==> config.mk <==
export PLATFORM = sky130hd
export DESIGN_NAME = dest_scoreboard
export DESIGN_NICKNAME = d
export VERILOG_FILES = /design/src/rtl/mips_pkg.sv /design/src/rtl/scoreboard_cell.sv /design/src/rtl/dest_scoreboard.sv
export SDC_FILE = /design/constraint.sdc
export NUM_CORES = 1
export LEC_CHECK = 0
export ABC_AREA = 0
export BUFFER_PORTS_ARGS = -buffer_cell sky130_fd_sc_hd__buf_2
export CORE_ASPECT_RATIO = 0.7
export CORE_MARGIN = 1
export CORE_UTILIZATION = 45
export DETAILED_ROUTE_END_ITERATION = 8
export PLACE_DENSITY = 0.7
export SETUP_SLACK_MARGIN = 0.1
export SYNTH_ARGS = -nofsm -noshare
export SYNTH_HDL_FRONTEND = slang
export SYNTH_SLANG_ARGS = --single-unit
==> constraint.sdc <==
create_clock -name Clk -period 3.8 [get_ports Clk]
set_input_delay 0 -clock Clk [delete_from_list [all_inputs] [get_ports Clk]]
set_output_delay 0 -clock Clk [all_outputs]
set_load 0.01 [all_outputs]
==> src/rtl/mips_pkg.sv <==
// Shared MIPS pipeline constants: register addressing and scoreboard counter width.
// Also used by the scoreboard built with or without WB_BYPASS_EN.
package mips_pkg;
    localparam int          REG_ADDR_W = 5;
    localparam int          NUM_REGS   = 32;
    localparam logic [4:0]  REG_ZERO   = 5'd0;
    localparam int          CNT_W      = 2;
endpackage

==> src/rtl/scoreboard_cell.sv <==
// One per-register pending-write counter with a sticky underflow flag.
module scoreboard_cell
    import mips_pkg::*;
#(
    parameter int CNT_W = mips_pkg::CNT_W
) (
    input  logic             Clk,
    input  logic             Rst_n,
    input  logic             i_inc,
    input  logic             i_wb,
    output logic [CNT_W-1:0] o_cnt,
    output logic             o_err
);

    logic [CNT_W-1:0] r_cnt;
    logic             r_err;
    logic             w_dec;

    // A writeback only retires a pending write; against a zero count it is an error.
    assign w_dec = i_wb && (r_cnt != '0);

    always_ff @(posedge Clk or negedge Rst_n) begin
        if (!Rst_n) begin
            r_cnt <= '0;
            r_err <= 1'b0;
        end else begin
            if (i_inc && !w_dec) begin
                r_cnt <= r_cnt + CNT_W'(1);
            end else if (!i_inc && w_dec) begin
                r_cnt <= r_cnt - CNT_W'(1);
            end
            if (i_wb && (r_cnt == '0)) begin
                r_err <= 1'b1;
            end
        end
    end

    assign o_cnt = r_cnt;
    assign o_err = r_err;

endmodule

==> src/rtl/dest_scoreboard.sv <==
// Destination-register scoreboard: per-register pending counters and decode RAW stall.
// Optional macro WB_BYPASS_EN lets a same-cycle writeback clear a last-pending hazard.
module dest_scoreboard
    import mips_pkg::*;
#(
    parameter int CNT_W = mips_pkg::CNT_W
) (
    input  logic                  Clk,
    input  logic                  Rst_n,
    input  logic                  IssueValid,
    input  logic                  IssueRegWrite,
    input  logic [REG_ADDR_W-1:0] IssueDest,
    input  logic [REG_ADDR_W-1:0] RsAddr,
    input  logic [REG_ADDR_W-1:0] RtAddr,
    input  logic                  WbValid,
    input  logic [REG_ADDR_W-1:0] WbDest,
    output logic                  Stall,
    output logic                  IssueAccept,
    output logic [NUM_REGS-1:0]   PendingVec,
    output logic                  Err
);

    // Handshake: decode offers with IssueValid; the instruction is taken in a cycle
    // exactly when IssueAccept (IssueValid && !Stall) is high, and Stall is never
    // raised without IssueValid.
    localparam logic [CNT_W-1:0] CNT_MAX = '1;

    logic [CNT_W-1:0]    w_cnt [NUM_REGS];
    logic [NUM_REGS-1:0] w_err;
    logic [CNT_W-1:0]    w_rs_cnt, w_rt_cnt, w_dst_cnt;
    logic                w_rs_byp, w_rt_byp, w_dst_byp;
    logic                w_rs_haz, w_rt_haz, w_ovf_haz;

    // Register 0 is hardwired and never tracked.
    assign w_cnt[0] = '0;
    assign w_err[0] = 1'b0;

    for (genvar g = 1; g < NUM_REGS; g++) begin : g_cell
        logic w_inc;
        logic w_wb;
        assign w_inc = IssueAccept && IssueRegWrite && (IssueDest == REG_ADDR_W'(g));
        assign w_wb  = WbValid && (WbDest == REG_ADDR_W'(g));
        scoreboard_cell #(.CNT_W(CNT_W)) u_cell (
            .Clk   (Clk),
            .Rst_n (Rst_n),
            .i_inc (w_inc),
            .i_wb  (w_wb),
            .o_cnt (w_cnt[g]),
            .o_err (w_err[g])
        );
    end

    for (genvar g = 0; g < NUM_REGS; g++) begin : g_pend
        assign PendingVec[g] = |w_cnt[g];
    end

    assign w_rs_cnt  = w_cnt[RsAddr];
    assign w_rt_cnt  = w_cnt[RtAddr];
    assign w_dst_cnt = w_cnt[IssueDest];

`ifdef WB_BYPASS_EN
    // Write-first register file: the retiring value is readable this same cycle.
    assign w_rs_byp  = WbValid && (WbDest == RsAddr) && (w_rs_cnt == CNT_W'(1));
    assign w_rt_byp  = WbValid && (WbDest == RtAddr) && (w_rt_cnt == CNT_W'(1));
    assign w_dst_byp = WbValid && (WbDest == IssueDest);
`else
    assign w_rs_byp  = 1'b0;
    assign w_rt_byp  = 1'b0;
    assign w_dst_byp = 1'b0;
`endif

    assign w_rs_haz  = (w_rs_cnt != '0) && !w_rs_byp;
    assign w_rt_haz  = (w_rt_cnt != '0) && !w_rt_byp;
    assign w_ovf_haz = IssueRegWrite && (IssueDest != REG_ZERO) &&
                       (w_dst_cnt == CNT_MAX) && !w_dst_byp;

    assign Stall       = IssueValid && (w_rs_haz || w_rt_haz || w_ovf_haz);
    assign IssueAccept = IssueValid && !Stall;
    assign Err         = |w_err;

endmodule

Word level (Yosys, flattened, before mapping):

Index checks and enable logic that the tools add are counted.

* bits in registers: 93
* input port bits: 25
* output and inout bits: 35
* word-level logic and storage cells: 648

* $add $sub $neg: 62
* order comparisons: 3
* equality and inequality tests: 63
* muxes and demuxes: 71
* bitwise gates (word level): 3
* reductions and logical operators: 384

Operators by type and width (number)
* $logic_and A1 B1 Y1: 191
* $eq A5 B5 Y1 const B: 32
* $mux W2: 68
* $reduce_bool A2 Y1: 64
* $eq A5 B4 Y1 const B: 16
* $logic_not A1 Y1: 63
* $add A2 B1 Y2 const B: 31
* $logic_not A2 Y1: 31
* $reduce_or A2 Y1: 31
* $sub A2 B1 Y2 const B: 31
* $eq A5 B3 Y1 const B: 8
* $reduce_or A31 Y1: 1
* $bmux W2 S5: 3
* $eq A5 B2 Y1 const B: 4
* $ge A6 B6 Y1 const B: 3
* $not A5 Y6: 3
* $eq A5 B1 Y1 const B: 2
* $reduce_bool A5 Y1: 1
* $eq A2 B2 Y1 const B: 1
* $logic_or A1 B1 Y1: 2

Depth between registers and ports, before layout:

* depth in word-level cells: 16
* gate-level depth with buffers: 13
* depth with buffers taken out: 10

By module:

A second synthesis with hierarchy kept.

* cells, all modules: 649
* area, all modules: 6098.3 sq um

Modules (own cells, without submodules)
* scoreboard_cell: instances 31, cells each 11, area an instance 133.9 sq um, seq. area each 75.1 sq um
* dest_scoreboard: instances 1, cells each 308, area an instance 1948.1 sq um, seq. area each 0.0 sq um

Least setup slack after synthesis:

OpenSTA, ideal clock, no wires.

* path kind: flip-flop to flip-flop
* start: register g_cell[31].u_cell.r_cnt[0]
* end: register g_cell[21].u_cell.r_cnt[1]
* setup time: 0.125 ns
* data arrival time: 2.784 ns
* data required time: 3.675 ns
* setup slack: 0.890 ns
* cell stages (with the launch flop): 12
* buffers on the path: 1
* period minus slack after synthesis: 2.910 ns
* cell sequence: dfrtp_1 > nor2_1 > a21oi_1 > mux4_2 > a211o_1 > a2111o_1 > buf_6 > nor4_1 > ha_1 > xor2_1 > nor2_1 > xor2_1

* word-level cells in the longest chain between the ends: 14
* elaborated cells on any way between the ends: 25
* those cells by class: eq/ne (1); mux (10); reduce/logical (14)

RTL lines
* start: declaration: line scoreboard_cell.sv:15 `logic [CNT_W-1:0] r_cnt;`
* start signal: assignment: line scoreboard_cell.sv:28 `r_cnt <= r_cnt + CNT_W'(1);`
* start signal: assignment: line scoreboard_cell.sv:30 `r_cnt <= r_cnt - CNT_W'(1);`
* $bmux W2 S5 (on tied branches): line dest_scoreboard.sv:59, dest_scoreboard.sv:57, dest_scoreboard.sv:58
* $mux W2 (on tied branches) (2 in a row): line dest_scoreboard.sv:59, dest_scoreboard.sv:57, dest_scoreboard.sv:58
* $eq A2 B2 Y1 (tied with other cells): line dest_scoreboard.sv:75 `(w_dst_cnt == CNT_MAX) && !w_dst_byp;`
* $logic_and A1 B1 Y1 or $logic_or A1 B1 Y1 (tied branches): line dest_scoreboard.sv:74, dest_scoreboard.sv:77
* $logic_or A1 B1 Y1 *: line dest_scoreboard.sv:77 `assign Stall = IssueValid && (w_rs_haz || w_rt_haz || w_ovf_haz);`
* $logic_and A1 B1 Y1 *: line dest_scoreboard.sv:77
* $logic_not A1 Y1 *: line dest_scoreboard.sv:78 `assign IssueAccept = IssueValid && !Stall;`
* $logic_and A1 B1 Y1 *: line dest_scoreboard.sv:78
* $logic_and A1 B1 Y1 * (2 in a row): line dest_scoreboard.sv:41 `assign w_inc = IssueAccept && IssueRegWrite && (IssueDest == REG_ADDR_W'(g));`
* $logic_not A1 Y1: line scoreboard_cell.sv:29 `end else if (!i_inc && w_dec) begin`
* $logic_and A1 B1 Y1: line scoreboard_cell.sv:29
* $reduce_bool A2 Y1 (no source line)
* end signal: assignment: line scoreboard_cell.sv:28
* end signal: assignment: line scoreboard_cell.sv:30
* end: declaration: line scoreboard_cell.sv:15

Every way passes the cells marked *; elsewhere a longest branch is shown, timed or not. The select of a mux whose other input is x is not followed.
A chain may end at the register's enable or synchronous reset.

Final worst setup path:

* start: register g_cell[31].u_cell.r_cnt[0]
* end: register g_cell[30].u_cell.r_cnt[1]

* word-level cells in the longest chain between the ends: 14
* elaborated cells on any way between the ends: 25
* those cells by class: eq/ne (1); mux (10); reduce/logical (14)

RTL lines (line)
* $bmux W2 S5 (on tied branches): dest_scoreboard.sv:59, dest_scoreboard.sv:57, dest_scoreboard.sv:58
* $mux W2 (on tied branches) (2 in a row): dest_scoreboard.sv:59, dest_scoreboard.sv:57, dest_scoreboard.sv:58
* $eq A2 B2 Y1 (tied with other cells): dest_scoreboard.sv:75
* $logic_and A1 B1 Y1 or $logic_or A1 B1 Y1 (tied branches): dest_scoreboard.sv:74, dest_scoreboard.sv:77
* $logic_or A1 B1 Y1 *: dest_scoreboard.sv:77
* $logic_and A1 B1 Y1 *: dest_scoreboard.sv:77
* $logic_not A1 Y1 *: dest_scoreboard.sv:78
* $logic_and A1 B1 Y1 *: dest_scoreboard.sv:78
* $logic_and A1 B1 Y1 * (2 in a row): dest_scoreboard.sv:41
* $logic_not A1 Y1: scoreboard_cell.sv:29
* $logic_and A1 B1 Y1: scoreboard_cell.sv:29
* $reduce_bool A2 Y1 (no source line)
* end signal: assignment: scoreboard_cell.sv:28
* end signal: assignment: scoreboard_cell.sv:30
* end: declaration: scoreboard_cell.sv:15

Marks and branches as above.

==> results by group <==
Flow run
  • Max-cap viol count: 0

Finish
  • Filler Cell Count: 1121
  • Most frequent cells in the layout: nor2_1 (97), dfrtp_1 (93), xor2_1 (62), buf_2 (57), nand2_1 (56)
  • Commonest non-fill, non-tap cell in the layout: nor2_1
  • Layout cells sized above 1: 15.9%
  • Antenna Cells: 0
  • Footprint of the multi-input gates: 0.00336 mm²
  • Area Overhead vs Synth: 12.9%
  • Sequential standard cell area: 0.00233 mm²
  • Final nets: 732

Timing
  • Period utilisation layout: 93.7%
  • Final Setup Violations: 0
  • Final hold slack: 0.166 ns
  • Slew headroom: 43.3%
  • Final max-slew violation count: 0
  • Crit path time final: 3.56 ns
  • Worst-margin pin slew: 0.850 ns
  • Highest clock rate: 0.281 GHz
  • Setup TNS: 0 ns
  • RSZ-0062 raised after global routing: yes
  • Clock Skew: 0.00633 ns
  • Final hold vios: 0

Clock tree
  • Post-CTS setup buffers: 0
  • Clock Latency Late Sink: 0.34 ns
  • CTS tree: done
  • H-tree lvl count: 3
  • Clock sinks: 93
  • Clock buffer depth: 2
  • Cts bufs inserted: 9
  • Clk slew on worst S/H paths: 0.06 ns
  • CTS Root Cell: clkbuf_16

Synthesis
  • Area leader, netlist: dfrtp_1
  • Cells after synthesis: 620
  • Post-synth EDFFs: 0
  • Synth Area per Inst: 9.55 µm²
  • Seq cells post-synth: 93
  • Post-synth cell types: 52
  • Seq/Total Area, Yosys: 39.3%
  • Top post-synthesis cells by area: dfrtp_1 (39%), xor2_1 (9.2%), ha_1 (6.5%)
  • Synth Net Count: 676
  • Prevailing post-synth register cell: dfrtp_1
  • Post-synth top area share: 39.3%
  • Syn. warnings: 0
  • Cell area after synthesis: 0.00592 mm²
  • Post-synth ARST share: 100%

Routing
  • Vias: 5088
  • DRC Markers: 4
  • DR iter-0 viols: 627
  • DRT Pass-1 Iters: 8
  • Metal2 WL: 7.24 mm
  • Post-DRT Antenna Nets: 0
  • Vias per inst: 6.04
  • DRT Wirelength: 17.7 mm
  • Routed metal-1 wire length: 7.67 mm
  • Top Layer Used: met4
  • Met3 wire length: 2.54 mm
  • WL/cell: 21.0 µm

Worst setup path
  • CP Max Fanout: 21
  • Setup slack, reg-to-reg: 0.24 ns
  • Crit path kind: reg2reg
  • Worst Setup Start Kind: register
  • Reg2Reg Depth: 11
  • CP required: 4.02 ns
  • CP arrival: 3.78 ns
  • Critical R2R Launch: g_cell[31].u_cell.o_cnt[0]
  • Reg2Reg Capture Point: g_cell[30].u_cell.o_cnt[1]
  • Crit end category: register

Status
  • Status: finished, violations left
  • Failing checks: design-rule violations

Global routing
  • First-pass GRT wire length: 27.6 mm
  • Initial antenna violation count: 0
  • Vias in the first global route: 4877
  • Largest net degree at the start of global routing: 66
  • GR Overflow Total: 0
  • Total GRT Usage: 27.0%

Die
  • Total die area: 0.0136 mm²
  • Row count: 34
  • Io pins: 60
  • Core area: 0.0126 mm²
  • Die Y: 98.0 µm
  • Die width: 139 µm
  • Initial core utilization: 46.9%

Placed design
  • HPWL after DPL: 13.6 mm
  • IO Port Bufs: 58
  • Gp weighted congestion: 0.918

Power
  • PwrDens: 638 mW/mm²
  • Worst vdd ir: 0.000355 V
  • LEAKAGE: 3.32 nW
  • Overall power: 4.27 mW

Worst hold path
  • Hold Path Sink: g_cell[20].u_cell.o_err
  • Hold WC Path Type: in2reg
  • Cell depth of the worst hold path: 3
  • Worst hold start: WbDest[4]
-- cell usage after synthesis (all sizes together) (2+ instances only) --
cell type and instances:
nor2 97, nor2b 6, a2111o 2, inv 35, mux2 2, or3 3
xnor2 31, clkbuf 11, dfrtp 93, nand3 16, o21ai 6, nor3b 4
a211oi 2, a21oi 6, xor2 62, nor3 21, a311oi 2, mux4 17
and3b 3, nand2 56, a21o 30, nand2b 3, nand3b 3, o31ai 3
or2 2, buf 11, a2111oi 6, nor4 28, nand4 3, o311ai 2
a31oi 6, ha 31, a211o 3
-- sequential cells by signal (all words and copies together), names as in the netlist --
| register | flops |
|---|---|
| g_cell.u_cell.o_cnt | 62 |
| g_cell.u_cell.o_err | 31 |
-- worst max-delay path, cell delays in order, from the launching register on --
cell and delay [ns]:
dfrtp_1 0.42, nor2_1 0.29, a21oi_1 0.15, mux4_2 0.51
a211o_1 0.30, a2111o_1 0.38, buf_4 0.22, nor4_1 0.52
ha_1 0.27, xor2_1 0.16, nor2_1 0.07, xor2_1 0.15
-- report_power, final --
part           leakage [nW]  total [mW]  switching (mW)  internal [mW]
Clock                 0.143       0.911           0.384          0.527
Combinational          2.00        1.62           0.926          0.697
Sequential             1.17        1.73           0.399           1.34
-- per-layer routing --
layer / vias up / GRT usage (%)
met3: 33 / 7.80
met1: 2439 / 40.7
met4: 0 / 5.56
met2: 333 / 38.0
met5: - / 0
li1: 2283 / -
-- worst max-delay path by stage --
stage,start,endpoint,slack (ns),cells past startpoint
finish,g_cell[31].u_cell.o_cnt[0],g_cell[30].u_cell.o_cnt[1],0.24,11
global route,g_cell[31].u_cell.o_cnt[0],g_cell[29].u_cell.o_cnt[1],0.09,10
CTS,g_cell[31].u_cell.o_cnt[0],g_cell[29].u_cell.o_cnt[1],0.24,11
detailed placement,g_cell[31].u_cell.o_cnt[0],g_cell[29].u_cell.o_cnt[1],0.26,10
global placement,g_cell[31].u_cell.o_cnt[0],g_cell[29].u_cell.o_cnt[1],0.21,11
floorplan,g_cell[31].u_cell.o_cnt[0],g_cell[21].u_cell.o_cnt[1],0.89,11
-- cell families (layout without fill, tap and decap cells) --
group           count (synthesis)  count (layout)  synth area share, %
other cells                     1               1               0.0633
fa+ha+maj                      31              31                 6.55
flops                          93              93                 39.3
buf+inv                        58             119                 4.31
compound gates                 75              75                 9.38
mux                            19              19                 6.85
xor+xnor                       93              93                 13.8
simple gates                  250             250                 19.8
-- metrics by stage --
step	cells	utilization [%]	cell area, µm²	setup WS [ns]
floorplan	620	-	5920	0.890
global placement	826	50.4	6360	0.211
detailed placement	826	50.4	6360	0.256
CTS	843	52.8	6670	0.235
global route	843	52.9	6690	0.0855
finish	843	52.9	6690	0.238
-- timing repair --
action / CTS / global route
setup endpoints to repair: 0 / 4
gates resized for setup: 0 / 3
hold endpoints to repair: 64 / 0
hold buffers: 1 / 0
-- area by class of cell --
type	count	share of cell area, %
repair buffers	67	5.43
clock buffers	12	3.69
inverters	36	2.02
well taps	162	3.03
multi-input cells	469	50.3
flip-flops and latches	93	34.8
clock inverters	4	0.711
No activity file was read; power rests on OpenSTA's default activity.
